===== config.mk =====
export PLATFORM = sky130hd
export DESIGN_NAME = instr_fetch_flat
export DESIGN_NICKNAME = d
export VERILOG_FILES = /design/src/rtl/fetch_pkg.sv /design/src/rtl/instr_fetch_if.sv /design/src/rtl/instr_fetch.sv /design/src/flat_wrapper.sv
export SDC_FILE = /design/constraint.sdc
export NUM_CORES = 1
export LEC_CHECK = 0
export CORE_ASPECT_RATIO = 1.25
export CORE_MARGIN = 3
export CORE_UTILIZATION = 39
export CTS_CLUSTER_DIAMETER = 30
export DETAILED_ROUTE_END_ITERATION = 12
export PLACE_DENSITY = 0.85
export SKIP_LAST_GASP = 1
export SYNTH_ARGS = -nofsm -noshare
export SYNTH_HDL_FRONTEND = slang
export SYNTH_SLANG_ARGS = --single-unit

===== constraint.sdc =====
create_clock -name clk -period 1.95 [get_ports clk]
set_input_delay 0.39 -clock clk [delete_from_list [all_inputs] [get_ports clk]]
set_output_delay 0.39 -clock clk [all_outputs]
set_load 0.01 [all_outputs]

===== src/rtl/fetch_pkg.sv =====
// rtl/fetch_pkg.sv - shared fetch state encoding and bus widths
package fetch_pkg;

    localparam int ADDR_W_DEF  = 16;
    localparam int INSTR_W_DEF = 16;

    typedef enum logic [1:0] {
        ST_IDLE  = 2'd0,
        ST_READ  = 2'd1,
        ST_WAIT  = 2'd2,
        ST_VALID = 2'd3
    } fetch_state_e;

endpackage


===== src/rtl/instr_fetch_if.sv =====
// rtl/instr_fetch_if.sv - instruction memory port and instruction register handshake
interface instr_fetch_if #(
    parameter int ADDR_W  = fetch_pkg::ADDR_W_DEF,
    parameter int INSTR_W = fetch_pkg::INSTR_W_DEF
);
    logic [ADDR_W-1:0]  imem_addr;
    logic               imem_rd_en;
    logic [INSTR_W-1:0] imem_rdata;
    logic               ir_valid;
    logic [INSTR_W-1:0] ir_data;
    logic [ADDR_W-1:0]  ir_pc;
    logic               ir_ready;

    modport master (
        output imem_addr, imem_rd_en, ir_valid, ir_data, ir_pc,
        input  imem_rdata, ir_ready
    );

    modport slave (
        input  imem_addr, imem_rd_en, ir_valid, ir_data, ir_pc,
        output imem_rdata, ir_ready
    );
endinterface


===== src/rtl/instr_fetch.sv =====
// rtl/instr_fetch.sv - single-beat instruction fetch into a valid/ready instruction register
module instr_fetch
    import fetch_pkg::*;
#(
    parameter int ADDR_W  = ADDR_W_DEF,
    parameter int INSTR_W = INSTR_W_DEF,
    parameter int CNT_W   = 16
) (
    input  logic              clk,
    input  logic              rst_n,
    input  logic [ADDR_W-1:0] pc_in,
    input  logic              fetch_req,
    input  logic              flush,
    instr_fetch_if.master     bus,
    output logic              fetch_busy,
    output logic [CNT_W-1:0]  fetch_count
);

    fetch_state_e       state_q, state_d;
    logic [ADDR_W-1:0]  addr_q, addr_d;
    logic               rd_en_q, rd_en_d;
    logic               ir_valid_q, ir_valid_d;
    logic [INSTR_W-1:0] ir_data_q, ir_data_d;
    logic [ADDR_W-1:0]  ir_pc_q, ir_pc_d;
    logic [CNT_W-1:0]   cnt_q, cnt_d;

    logic handshake;
    assign handshake = (state_q == ST_VALID) && ir_valid_q && bus.ir_ready;

    always_ff @(posedge clk) begin
        if (!rst_n) begin
            state_q <= ST_IDLE;
        end else begin
            state_q <= state_d;
        end
    end

    always_comb begin
        state_d = state_q;
        if (flush) begin
            state_d = ST_IDLE;
        end else begin
            case (state_q)
                ST_IDLE:  if (fetch_req) state_d = ST_READ;
                ST_READ:  state_d = ST_WAIT;
                ST_WAIT:  state_d = ST_VALID;
                ST_VALID: if (handshake) state_d = fetch_req ? ST_READ : ST_IDLE;
                default:  state_d = ST_IDLE;
            endcase
        end
    end

    // imem_addr doubles as the address tag: it only changes at accept edges.
    always_comb begin
        addr_d     = addr_q;
        rd_en_d    = 1'b0;
        ir_valid_d = ir_valid_q;
        ir_data_d  = ir_data_q;
        ir_pc_d    = ir_pc_q;
        cnt_d      = cnt_q;
        if (flush) begin
            ir_valid_d = 1'b0;
        end else begin
            case (state_q)
                ST_IDLE: begin
                    if (fetch_req) begin
                        addr_d  = pc_in;
                        rd_en_d = 1'b1;
                    end
                end
                ST_WAIT: begin
                    ir_data_d  = bus.imem_rdata;
                    ir_pc_d    = addr_q;
                    ir_valid_d = 1'b1;
                end
                ST_VALID: begin
                    if (handshake) begin
                        cnt_d      = cnt_q + CNT_W'(1);
                        ir_valid_d = 1'b0;
                        if (fetch_req) begin
                            addr_d  = pc_in;
                            rd_en_d = 1'b1;
                        end
                    end
                end
                default: ;
            endcase
        end
    end

    always_ff @(posedge clk) begin
        if (!rst_n) begin
            addr_q     <= '0;
            rd_en_q    <= 1'b0;
            ir_valid_q <= 1'b0;
            ir_data_q  <= '0;
            ir_pc_q    <= '0;
            cnt_q      <= '0;
        end else begin
            addr_q     <= addr_d;
            rd_en_q    <= rd_en_d;
            ir_valid_q <= ir_valid_d;
            ir_data_q  <= ir_data_d;
            ir_pc_q    <= ir_pc_d;
            cnt_q      <= cnt_d;
        end
    end

    assign bus.imem_addr  = addr_q;
    assign bus.imem_rd_en = rd_en_q;
    assign bus.ir_valid   = ir_valid_q;
    assign bus.ir_data    = ir_data_q;
    assign bus.ir_pc      = ir_pc_q;
    assign fetch_busy     = (state_q == ST_READ) || (state_q == ST_WAIT);
    assign fetch_count    = cnt_q;

endmodule


===== src/flat_wrapper.sv =====
// flat-port wrapper written by rule: the top's interface ports become plain ports
module instr_fetch_flat import fetch_pkg::*;
#(
    parameter int ADDR_W  = ADDR_W_DEF,
    parameter int INSTR_W = INSTR_W_DEF,
    parameter int CNT_W   = 16
)
  (clk, rst_n, pc_in, fetch_req, flush, fetch_busy, fetch_count, bus_imem_addr, bus_imem_rd_en, bus_ir_valid, bus_ir_data, bus_ir_pc, bus_imem_rdata, bus_ir_ready);
  instr_fetch_if #(.ADDR_W(ADDR_W), .INSTR_W(INSTR_W)) bus_i ();
  input  logic clk;
  input  logic rst_n;
  input  logic [ADDR_W-1:0] pc_in;
  input  logic fetch_req;
  input  logic flush;
  output logic fetch_busy;
  output logic [CNT_W-1:0] fetch_count;
  output wire logic [$bits(bus_i.imem_addr)-1:0] bus_imem_addr;
  output wire logic [$bits(bus_i.imem_rd_en)-1:0] bus_imem_rd_en;
  output wire logic [$bits(bus_i.ir_valid)-1:0] bus_ir_valid;
  output wire logic [$bits(bus_i.ir_data)-1:0] bus_ir_data;
  output wire logic [$bits(bus_i.ir_pc)-1:0] bus_ir_pc;
  input wire logic [$bits(bus_i.imem_rdata)-1:0] bus_imem_rdata;
  input wire logic [$bits(bus_i.ir_ready)-1:0] bus_ir_ready;
  assign bus_imem_addr = bus_i.imem_addr;
  assign bus_imem_rd_en = bus_i.imem_rd_en;
  assign bus_ir_valid = bus_i.ir_valid;
  assign bus_ir_data = bus_i.ir_data;
  assign bus_ir_pc = bus_i.ir_pc;
  assign bus_i.imem_rdata = bus_imem_rdata;
  assign bus_i.ir_ready = bus_ir_ready;
  instr_fetch #(.ADDR_W(ADDR_W), .INSTR_W(INSTR_W), .CNT_W(CNT_W)) u_core (.clk(clk), .rst_n(rst_n), .pc_in(pc_in), .fetch_req(fetch_req), .flush(flush), .bus(bus_i), .fetch_busy(fetch_busy), .fetch_count(fetch_count));
endmodule

# Yosys cells after proc, flatten, opt, wreduce, memory -nomap -nowiden
# Index checks and enable logic that the tools add are counted.
[word_totals]
reg_bits = 68
in_bits = 37
output_inout_bits = 67
elab_cells = 39
[classes]
add_sub_neg = 1
n_eq_ne = 5
muxes = 12
n_bitwise = 2
n_reduce_logical = 12
[op_table]
columns = ["cell", "n"]
rows = [
  ["$mux W16", 2],
  ["$pmux W16 S2", 1],
  ["$add A16 B1 Y16 const B", 1],
  ["$pmux W2 S4", 1],
  ["$reduce_and A2 Y1", 3],
  ["$reduce_and A3 Y1", 2],
  ["$eq A2 B2 Y1 const B", 2],
  ["$mux W1", 4],
  ["$mux W2", 2],
  ["$pmux W1 S2", 2],
  ["$reduce_bool A2 Y1", 2],
  ["$eq A2 B1 Y1 const B", 1],
  ["$logic_and A1 B1 Y1", 2],
  ["$logic_not A2 Y1", 1],
  ["$ne A2 B1 Y1 const B", 1],
  ["$ne A2 B2 Y1 const B", 1],
  ["$not A1 Y1", 2],
  ["$reduce_or A2 Y1", 1],
  ["$logic_or A1 B1 Y1", 1],
]

# Longest topological paths before layout
# Gate-level depths: netlist (run 1).
[logic_depth]
word_depth = 5
ltp_mapped = 7

# Worst setup path before layout (run 1)
# Ideal clock, no wire load.
[synth_path]
path_kind = "register -> register"
startpoint = "register u_core.state_q[1]"
endpoint = "register u_core.addr_q[10], in the netlist u_core.bus.imem_addr[10]"
setup_time_ns = 0.114
t_arrival_ns = 1.778
required_time_ns = 1.836
slack_ns = 0.058
path_stages_with_launch = 8
path_buffers = 1
period_less_slack_ns = 1.892
cell_sequence = "dfxtp_1 > inv_1 > ha_1 > or2b_1 > nor3_4 > buf_12 > mux2i_1 > nor2_1"
[synth_between]
elab_chain_cells = 5
elab_cells_between_ends = 8
[synth_lines]
columns = ["item", "line_no", "rtl"]
rows = [
  ["start: declaration", "instr_fetch.sv:19", "fetch_state_e state_q, state_d;"],
  ["start signal: assignment", "instr_fetch.sv:34", "state_q <= state_d;"],
  ["$eq A2 B2 Y1", "instr_fetch.sv:28, instr_fetch.sv:64", ""],
  ["$logic_and A1 B1 Y1 (2 in series)", "instr_fetch.sv:28", "assign handshake = (state_q == ST_VALID) && ir_valid_q && bus.ir_ready;"],
  ["$ne A2 B1 Y1 (no line)", "--", ""],
  ["$reduce_and A3 Y1 (no line)", "--", ""],
  ["end signal: assignment", "instr_fetch.sv:100", "addr_q <= addr_d;"],
  ["end: declaration", "instr_fetch.sv:20", "logic [ADDR_W-1:0] addr_q, addr_d;"],
]
# Parallel ways exist; a longest one is shown, timed or not.
# A chain may end at the register's enable or synchronous reset.

# Worst setup path in the final report (run 1)
[layout_path]
startpoint = "register u_core.state_q[0]"
endpoint = "register u_core.addr_q[8], in the netlist u_core.bus.imem_addr[8]"
# Same word-level chain as after synthesis.

==> results.md, run 1 <==
* Status: finished clean
* Place WS at -0.0117 ns
* Total Wirelength at 6900 µm
* Fin nets at 452
* Ports at 104
* Final setup violation count at 0
* CTS tree: yes
* Routed vias at 2,451
* GRT Overall Usage at 17.8%
* Adder-Cell Fraction of Synth Area at 2.31%
* Clock Path Buffers at 2
* Cell Count, Final, Fillers Out at 502
* Final period util at 93.2%
* FFs w/ async S/R, synth at 0%
* Worst slew pin tran at 0.374 ns
* Most common cell after layout, fill and taps aside: clkdlybuf4s50_1
* DRC viols at 0
* Average cell area after synthesis at 8.95 µm²
* FF-to-FF setup slack at 0.13 ns
* Max FO, Critical Path at 16
* CP Data Arrival Time at 2.04 ns
* Share of layout cells above drive strength 1 at 8.19%
* Crit Reg-Reg Startpoint: u_core.state_q[0]
* Fin. max-slew vios at 0
* CP required at 2.17 ns
* Sw Ratio at 23.8%
* Max cap viols at 0
* Synthesis-stage register bit count at 68
* Initial antenna violation count at 0
* Vias in the first global route at 2,432
* Max Clock Freq at 550 MHz
* Initial drt markers at 76
* HP Start: u_core.bus.ir_pc[0]
* Max transition margin at 74.8%
* Post-Syn Area at 2700 µm²
* Total CTS buffers at 9
* Initial Util at 40.7%
* Final instance area at 4030 µm²
* Hold Violations, Final at 0
* Final setup margin at 0.133 ns
* CTS sink cnt at 68
* Clock Skew at 0.00850 ns
* Tmin final at 1.82 ns
* # hold bufs at CTS at 0
* Crit path capture type: flop
* Post-Synth XOR/XNOR Area at 3.24%
* Pleak at 1.46 nW
* Reg power frac at 54.0%
* Simple-gate share of the synthesized area at 23.2%
* Synth Area in Compound Gates at 8.89%
* Crit path launch type: flop
* First-pass GRT wire length at 11,100 µm
* GPL Wtd Cong at 0.812
* Most frequent cells in the layout: 102 x clkdlybuf4s50_1, 69 x nand2_1, 67 x dfxtp_1
* Synthesized netlist cell count at 302
* Setup crit end: u_core.bus.imem_addr[8]
* Clock Latency Late Sink at 0.33 ns
* Drt pass-1 iters at 4
* Hold depth at 2
* Std-Cell Core Area at 6650 µm²
* Synth-to-layout area growth at 49.0%
* Grt ovf at 0
* Unrepaired setup endpoints after global routing: false
* Mux cell area share after synthesis at 7.41%
* Port Buffers at 103
* WS Path Type: flop to flop
* Root Buffer: clkbuf_8
* ANT cells at 0
* PD cells at 658 nW/µm²
* Hpwl dp at 5060 µm
* Die Area at 7970 µm²
* Placed inst area at 3870 µm²
* Sequential fraction of the synthesis area at 50.4%
* NetSw at 0.631 mW
* Distinct cells, synth at 37
* DP Cell Count at 486
* R2R Path End: u_core.bus.imem_addr[8]
* Comb pwr share at 9.5%
* R2R depth at 7
* WL per Instance at 13.7 µm
* CTS clk-pin slew, worst paths at 0.07 ns
* Int Power at 2.02 mW
* Prevailing post-synth register cell: dfxtp_1
* Largest net degree at the start of global routing at 39
* DIE HEIGHT at 99.1 µm
* Setup crit start: u_core.state_q[0]
* Avg Vias per Cell at 4.88
* Peak supply drop at 362 µV
* Yosys warnings at 0
* Largest family of logic cells by synthesized area: simple AND/OR/NAND/NOR gates
* Post-synth EDFFs at 0
* H-tree depth at 3
* Placement Rows at 33
* Syn Nets at 344
* Die width at 80.5 µm
* Final antenna-violating net count at 0
* Clock power frac at 36.6%
* Hold Crit Class: flop to flop
* Fin Hold WS at 0.454 ns
==> cells in the mapped netlist (3+ instances only) <==
cell type  instances  share of area (%)
nand3_1            6                1.1
dfxtp_1           68                 50
mux2i_1           20                7.4
inv_1              8                1.1
nor2_1            30                4.2
nand2b_1           4               0.93
nand4_1            3               0.69
ha_1               5                2.3
nand2_1           69                9.6
xnor2_1            8                2.6
a21oi_1           37                6.9
nor3_1             5               0.93
clkbuf_1          10                1.4
==> per-stage QoR <==
stage | power (mW) | utilization, % | TNS [ns]
detailed placement | 1.72 | 58.2 | -0.0204
global route | 2.75 | 60.6 | 0
CTS | 2.68 | 60.6 | 0
finish | 2.65 | 60.6 | 0
floorplan | 1.56 | - | 0
global placement | 1.71 | 58.2 | 0
==> layer usage <==
metal | wire, µm | track usage, % | up-vias
met5 | 0 | 0 | -
met4 | 186 | 9.10 | 0
met3 | 333 | 3.56 | 18
met2 | 3720 | 32.8 | 69
met1 | 2660 | 18.7 | 1145
li1 | - | - | 1219
==> worst min path at each step <==
stage	to	slack, ns
3_3_place_gp	u_core.bus.ir_data[6]	0.44
2_1_floorplan	u_core.bus.ir_data[0]	0.48
4_1_cts	u_core.bus.ir_data[6]	0.46
5_1_grt	u_core.bus.ir_pc[7]	0.48
6_report	u_core.bus.ir_pc[0]	0.45
3_5_place_dp	u_core.bus.ir_data[6]	0.45
==> power groups by stage <==
stage | clock network [mW] | logic (mW) | registers (mW)
6_report | 0.968 | 0.251 | 1.43
5_1_grt | 1.05 | 0.271 | 1.43
4_1_cts | 0.995 | 0.255 | 1.43
3_5_place_dp | 0 | 0.255 | 1.46
3_3_place_gp | 0 | 0.248 | 1.46
2_1_floorplan | 0 | 0.0960 | 1.47
==> state kept, by name, summed over array words and instances, names as in the netlist <==
signal                 count
u_core.bus.ir_valid        1
u_core.bus.ir_pc          16
u_core.bus.imem_rd_en      1
u_core.bus.imem_addr      16
u_core.fetch_count        16
u_core.bus.ir_data        16
u_core.state_q             2
==> timing repair <==
item / in CTS / in global routing
setup endpoints to repair: 1 / 0
gates resized for setup: 2 / 0
endpoints found under the hold margin: 0 / 0
buffers inserted: 0 / 0
==> worst max-delay path, stage by stage (launching register included) <==
cell and delay [ns]:
dfxtp_1 0.35, inv_1 0.10, ha_1 0.34, or2b_1 0.28, nor3_4 0.16, buf_12 0.19
mux2i_1 0.21, nor2_1 0.06
==> cells by family (layout without fill, tap and decap cells) <==
logic type               Yosys count  after routing
AO/OA/AOI/OAI                     44             44
AND/OR/NAND/NOR                  132            132
buffers and inverters             23            136
multiplexers                      20             20
adder cells (fa/ha/maj)            5              5
flip-flops                        68             68
XOR/XNOR                          10             10
==> area by class of cell <==
class	count	area, µm²
timing repair buffer	111	1140
sequential	68	1360
inverter	9	33.8
multi-input combinational	211	1220
tap	87	109
clock inverter	5	28.8
fill	579	2620
clock buffer	11	131
Note: power is estimated with default switching activity, not from simulation.
==> inputs of run 2 (changes only) <==
--- a/config.mk
+++ b/config.mk
@@ -10,7 +10,7 @@
 export CORE_UTILIZATION = 39
 export CTS_CLUSTER_DIAMETER = 30
 export DETAILED_ROUTE_END_ITERATION = 12
-export PLACE_DENSITY = 0.85
+export PLACE_DENSITY = 0.74
 export SKIP_LAST_GASP = 1
 export SYNTH_ARGS = -nofsm -noshare
 export SYNTH_HDL_FRONTEND = slang
==> run 2 against run 1 <==
Against the previous run:
- clock-buffer cell count rose by 1
- via count rose by 0.20%
- sequential cell count did not move
- setup slack improved by 0.016 ns
- sequential share of layout area fell by 0.42 points
- total power rose by 7.1%
- register-to-register slack improved by 0.05 ns
- clock power rose by 20%
- global-route usage fell by 0.58 points
- routed wire length fell by 3.4%
- cell count rose by 0.20%
- critical path depth fell by 6
==> results.md, run 2 (synthesis gave the netlist of run 1 again) <==
* CP Buf/Inv Count at 1
* Peak supply drop at 413 µV
* First-pass GRT wire length at 10,700 µm
* Fin Hold WS at 0.454 ns
* Fin. max-slew vios at 0
* Fin nets at 453
* DRC viols at 0
* CTS tree: yes
* CTS sink cnt at 68
* Hold Crit Class: flop to flop
* Initial antenna violation count at 0
* Clock Latency Late Sink at 0.33 ns
* PD cells at 696 nW/µm²
* Max transition margin at 75.8%
* R2R depth at 7
* Share of layout cells above drive strength 1 at 8.65%
* Avg Vias per Cell at 4.88
* Final antenna-violating net count at 0
* FILL cells at 595
* H-tree depth at 3
* CP required at 1.56 ns
* Most common cell after layout, fill and taps aside: clkdlybuf4s50_1
* Levels on crit path at 1
* Clock Path Buffers at 2
* Most frequent cells in the layout: 102 x clkdlybuf4s50_1, 69 x nand2_1, 67 x dfxtp_1
* Total CTS buffers at 9
* Tmin final at 1.80 ns
* Largest net degree at the start of global routing at 35
* WS Path Type: flop to primary output
* GPL Wtd Cong at 0.802
* Hold Violations, Final at 0
* Place WS at -0.0472 ns
* WL per Instance at 13.2 µm
* Routed vias at 2,456
* Total Wirelength at 6660 µm
* Crit path launch type: flop
* Initial Util at 40.7%
* Pleak at 1.48 nW
* Grt ovf at 0
* Worst slew pin tran at 0.360 ns
* Unrepaired setup endpoints after global routing: false
* Status: finished clean
* Design Power at 2.84 mW
* Crit path capture type: primary output
* Std-Cell Core Area at 6650 µm²
* Initial drt markers at 131
* DIE HEIGHT at 99.1 µm
* Cell family with most CP delay: buffers and inverters
* Final setup violation count at 0
* # hold bufs at CTS at 0
* Placement Rows at 33
* Drt pass-1 iters at 4
* ANT cells at 0
* Clock Skew at 0.00729 ns
* Final setup margin at 0.150 ns
* Max FO, Critical Path at 6
* Hpwl dp at 4770 µm
* Die width at 80.5 µm
* Root Buffer: clkbuf_8
* Max cap viols at 0
* Max Clock Freq at 555 MHz
* Vias in the first global route at 2,313
* GRT Overall Usage at 17.3%
* CP Data Arrival Time at 1.41 ns
* Worst path max stage delay at 0.60 ns
* Hold depth at 2
* CTS clk-pin slew, worst paths at 0.07 ns
* Port Buffers at 103
* Final period util at 92.3%
* Critical Path, Cell by Cell: clkdlybuf4s50_1
* Crit path max-delay cell type: clkdlybuf4s50_1
* Ports at 104
* Fin util at 61.3%
* Die Area at 7970 µm²
* Synth-to-layout area growth at 50.8%
==> run 2: cell count changes in the layout (fill, tap and decap cells not counted), sizes merged <==
cell      change
buf           +1
bufinv        +1
clkbuf        +1
clkinv        -3
clkinvlp      +1
==> run 2: layout make-up <==
cell class                 instances  area, µm²  area share, %
multi-input combinational        211       1220           30.0
inverter                           9       33.8          0.829
sequential                        68       1360           33.4
clock inverter                     4       47.5           1.17
tap                               87        109           2.67
timing repair buffer             112       1150           28.1
clock buffer                      12        155           3.81
==> run 2: metrics by stage <==
stage          std cells  instance area [µm²]  TNS, ns
4_1_cts              503                 4080        0
2_1_floorplan        302                 2700        0
3_5_place_dp         487                 3870  -0.0472
5_1_grt              503                 4080        0
6_report             503                 4080        0
3_3_place_gp         487                 3870        0
==> run 2: worst min-delay path, cell delays in order, from the launching register on <==
cell	delay, ns
dfxtp_1	0.31
nand2_1	0.05
a21oi_1	0.05
==> run 2: routing by layer <==
| metal | part of all wire [%] | GRT usage, % |
|---|---|---|
| met3 | 6.6 | 5.58 |
| met1 | 40 | 19.0 |
| met2 | 51 | 29.7 |
| met4 | 2.3 | 7.80 |
| met5 | 0 | 0 |
==> run 2: what timing repair did <==
| item | CTS | global route |
|---|---|---|
| setup endpoints to repair | 1 | 0 |
| gates resized for setup | 2 | 0 |
| buffers inserted | 0 | 0 |
==> run 2: where the power goes <==
group / switching (mW) / leakage [nW] / internal, mW
registers: 0.0158 / 0.550 / 1.41
clock network: 0.499 / 0.102 / 0.656
logic: 0.102 / 0.828 / 0.150
==> run 2: worst paths after layout <==
kind / endpoint / startpoint / slack [ns]
hold / removal: u_core.bus.ir_data[13] / u_core.bus.ir_data[13] / 0.45
hold reg to reg: u_core.bus.ir_data[13] / u_core.bus.ir_data[13] / 0.45
setup reg to reg: u_core.bus.imem_addr[8] / u_core.state_q[0] / 0.18
setup / recovery: bus_ir_valid / u_core.bus.ir_valid / 0.15
==> inputs of run 3 (changes only) <==
--- a/config.mk
+++ b/config.mk
@@ -7,10 +7,10 @@
 export LEC_CHECK = 0
 export CORE_ASPECT_RATIO = 1.25
 export CORE_MARGIN = 3
-export CORE_UTILIZATION = 39
+export CORE_UTILIZATION = 47
 export CTS_CLUSTER_DIAMETER = 30
 export DETAILED_ROUTE_END_ITERATION = 12
-export PLACE_DENSITY = 0.74
+export PLACE_DENSITY = 0.84
 export SKIP_LAST_GASP = 1
 export SYNTH_ARGS = -nofsm -noshare
 export SYNTH_HDL_FRONTEND = slang
==> constraint.sdc (replaced) <==
create_clock -name clk -period 2.1 [get_ports clk]
set_input_delay 0.42 -clock clk [delete_from_list [all_inputs] [get_ports clk]]
set_output_delay 0.42 -clock clk [all_outputs]
set_load 0.01 [all_outputs]
==> run 3 against run 2 <==
Against the previous run:
- register-to-register slack improved by 0.09 ns
- critical endpoint is now fetch_count[3]
- clock skew barely moved
- design area fell by 2.1%
- clock-buffer cell count fell by 1
==> results.md, run 3 (synthesis gave the netlist of run 1 again) <==
* CTS clk-pin slew, worst paths at 0.07 ns
* Share of layout cells above drive strength 1 at 8.01%
* Hold depth at 2
* Peak supply drop at 435 µV
* Final period util at 87.7%
* Met3 Wirelength at 409 µm
* Max cap viols at 0
* Hold Violations, Final at 0
* Crit path capture type: primary output
* Die Area at 6700 µm²
* Drt pass-1 iters at 4
* Worst Hold Path EP: u_core.bus.ir_data[15]
* Placement Rows at 30
* Setup TNS Final at 0 ns
* Fin nets at 452
* ANT cells at 0
* Max FO, Critical Path at 7
* FILL cells at 436
* Clock Skew at 0.00683 ns
* GPL Wtd Cong at 0.886
* Total CTS buffers at 9
* Synth-to-layout area growth at 47.7%
* Initial Util at 49.3%
* R2R depth at 7
* Initial drt markers at 113
* Vias in the first global route at 2,427
* Place WS at 0.0852 ns
* Grt ovf at 0
* Final setup violation count at 0
* GRT Overall Usage at 21.1%
* Most common cell after layout, fill and taps aside: clkdlybuf4s50_1
* DIE HEIGHT at 90.8 µm
* # hold bufs at CTS at 0
* Crit path launch type: flop
* R2R Path End: u_core.bus.imem_addr[2]
* First-pass GRT wire length at 11,000 µm
* H-tree depth at 3
* Fin. max-slew vios at 0
* Largest net degree at the start of global routing at 33
* WS Path Type: flop to primary output
* Final antenna-violating net count at 0
* Max Clock Freq at 543 MHz
* FF-to-FF setup slack at 0.27 ns
* Hpwl dp at 4890 µm
* Ports at 104
* CP required at 1.68 ns
* Total Wirelength at 6840 µm
* Most frequent cells in the layout: 102 x clkdlybuf4s50_1, 69 x nand2_1, 67 x dfxtp_1
* HP Start: u_core.bus.ir_data[15]
* Met2 WL post-DR at 3620 µm
* Port Buffers at 103
* CTS sink cnt at 68
* Final setup margin at 0.259 ns
* Clock Latency Late Sink at 0.33 ns
* Hold Crit Class: flop to flop
* CP Buf/Inv Count at 1
* Tmin final at 1.84 ns
* DRC viols at 0
* Die width at 73.8 µm
* CTS tree: yes
* Clock Path Buffers at 2
* Crit path max-delay cell type: clkdlybuf4s50_1
* Max transition margin at 70.9%
* Root Buffer: clkbuf_8
* Pleak at 1.46 nW
* Fin Hold WS at 0.454 ns
* CP Data Arrival Time at 1.42 ns
* Crit Reg-Reg Startpoint: u_core.state_q[0]
* Cell family with most CP delay: buffers and inverters
* Std-Cell Core Area at 5480 µm²
* Critical Path, Cell by Cell: clkdlybuf4s50_1
* WL met1 at 2670 µm
* Setup bufs post-CTS at 0
* Routed vias at 2,455
* Avg Vias per Cell at 5.16
* Unrepaired setup endpoints after global routing: false
* WL per Instance at 14.4 µm
* Top routing layer in use: met4
* PD cells at 622 nW/µm²
* Worst path max stage delay at 0.61 ns
* Worst slew pin tran at 0.431 ns
* Initial antenna violation count at 0
* Status: finished clean
[run 3: cell type report]
type	count	area, µm²	area share, %
Clock inverter	2	12.5	0.313
Tap cell	64	80.1	2.01
Multi-Input combinational cell	211	1220	30.6
Timing Repair Buffer	111	1130	28.3
Clock buffer	11	151	3.79
Sequential cell	68	1360	34.1
Inverter	9	33.8	0.846
[run 3: stage by stage]
| step | area, µm² | cells | total power, mW | utilization, % |
|---|---|---|---|---|
| 2_1_floorplan | 2700 | 302 | 1.45 | - |
| 3_3_place_gp | 3820 | 463 | 1.58 | 69.8 |
| 3_5_place_dp | 3820 | 463 | 1.59 | 69.8 |
| 4_1_cts | 3990 | 476 | 2.51 | 72.8 |
| 5_1_grt | 3990 | 476 | 2.57 | 72.9 |
| 6_report | 3990 | 476 | 2.48 | 72.9 |
[run 3: layer usage]
metal / track usage (%) / vias up
met3: 6.24 / 14
li1: - / 1218
met4: 9.82 / 0
met2: 36.7 / 82
met1: 22.7 / 1141
met5: 0 / -
[run 3: repair_timing]
action | CTS | global route
gates resized for setup | 1 | 1
cloned | 0 | 0
endpoints found under the setup margin | 1 | 1
[run 3: worst max path at each step]
stage | startpoint | to | slack (ns) | depth (start not counted)
6_report | u_core.fetch_count[3] | fetch_count[3] | 0.26 | 1
5_1_grt | u_core.state_q[0] | u_core.bus.imem_addr[2] | 0.19 | 7
4_1_cts | u_core.state_q[0] | fetch_busy | 0.01 | 3
3_5_place_dp | fetch_req | u_core.bus.imem_addr[2] | 0.09 | 6
3_3_place_gp | bus_ir_ready | u_core.fetch_count[12] | 0.15 | 5
2_1_floorplan | u_core.state_q[1] | u_core.bus.imem_addr[10] | 0.21 | 7
[run 3: power breakdown]
part / total (mW) / internal (mW) / leakage (nW) / switching, mW
logic: 0.231 / 0.136 / 0.830 / 0.0949
registers: 1.33 / 1.31 / 0.550 / 0.0152
clock network: 0.924 / 0.471 / 0.0831 / 0.453
total: 2.48 / 1.92 / 1.46 / 0.563
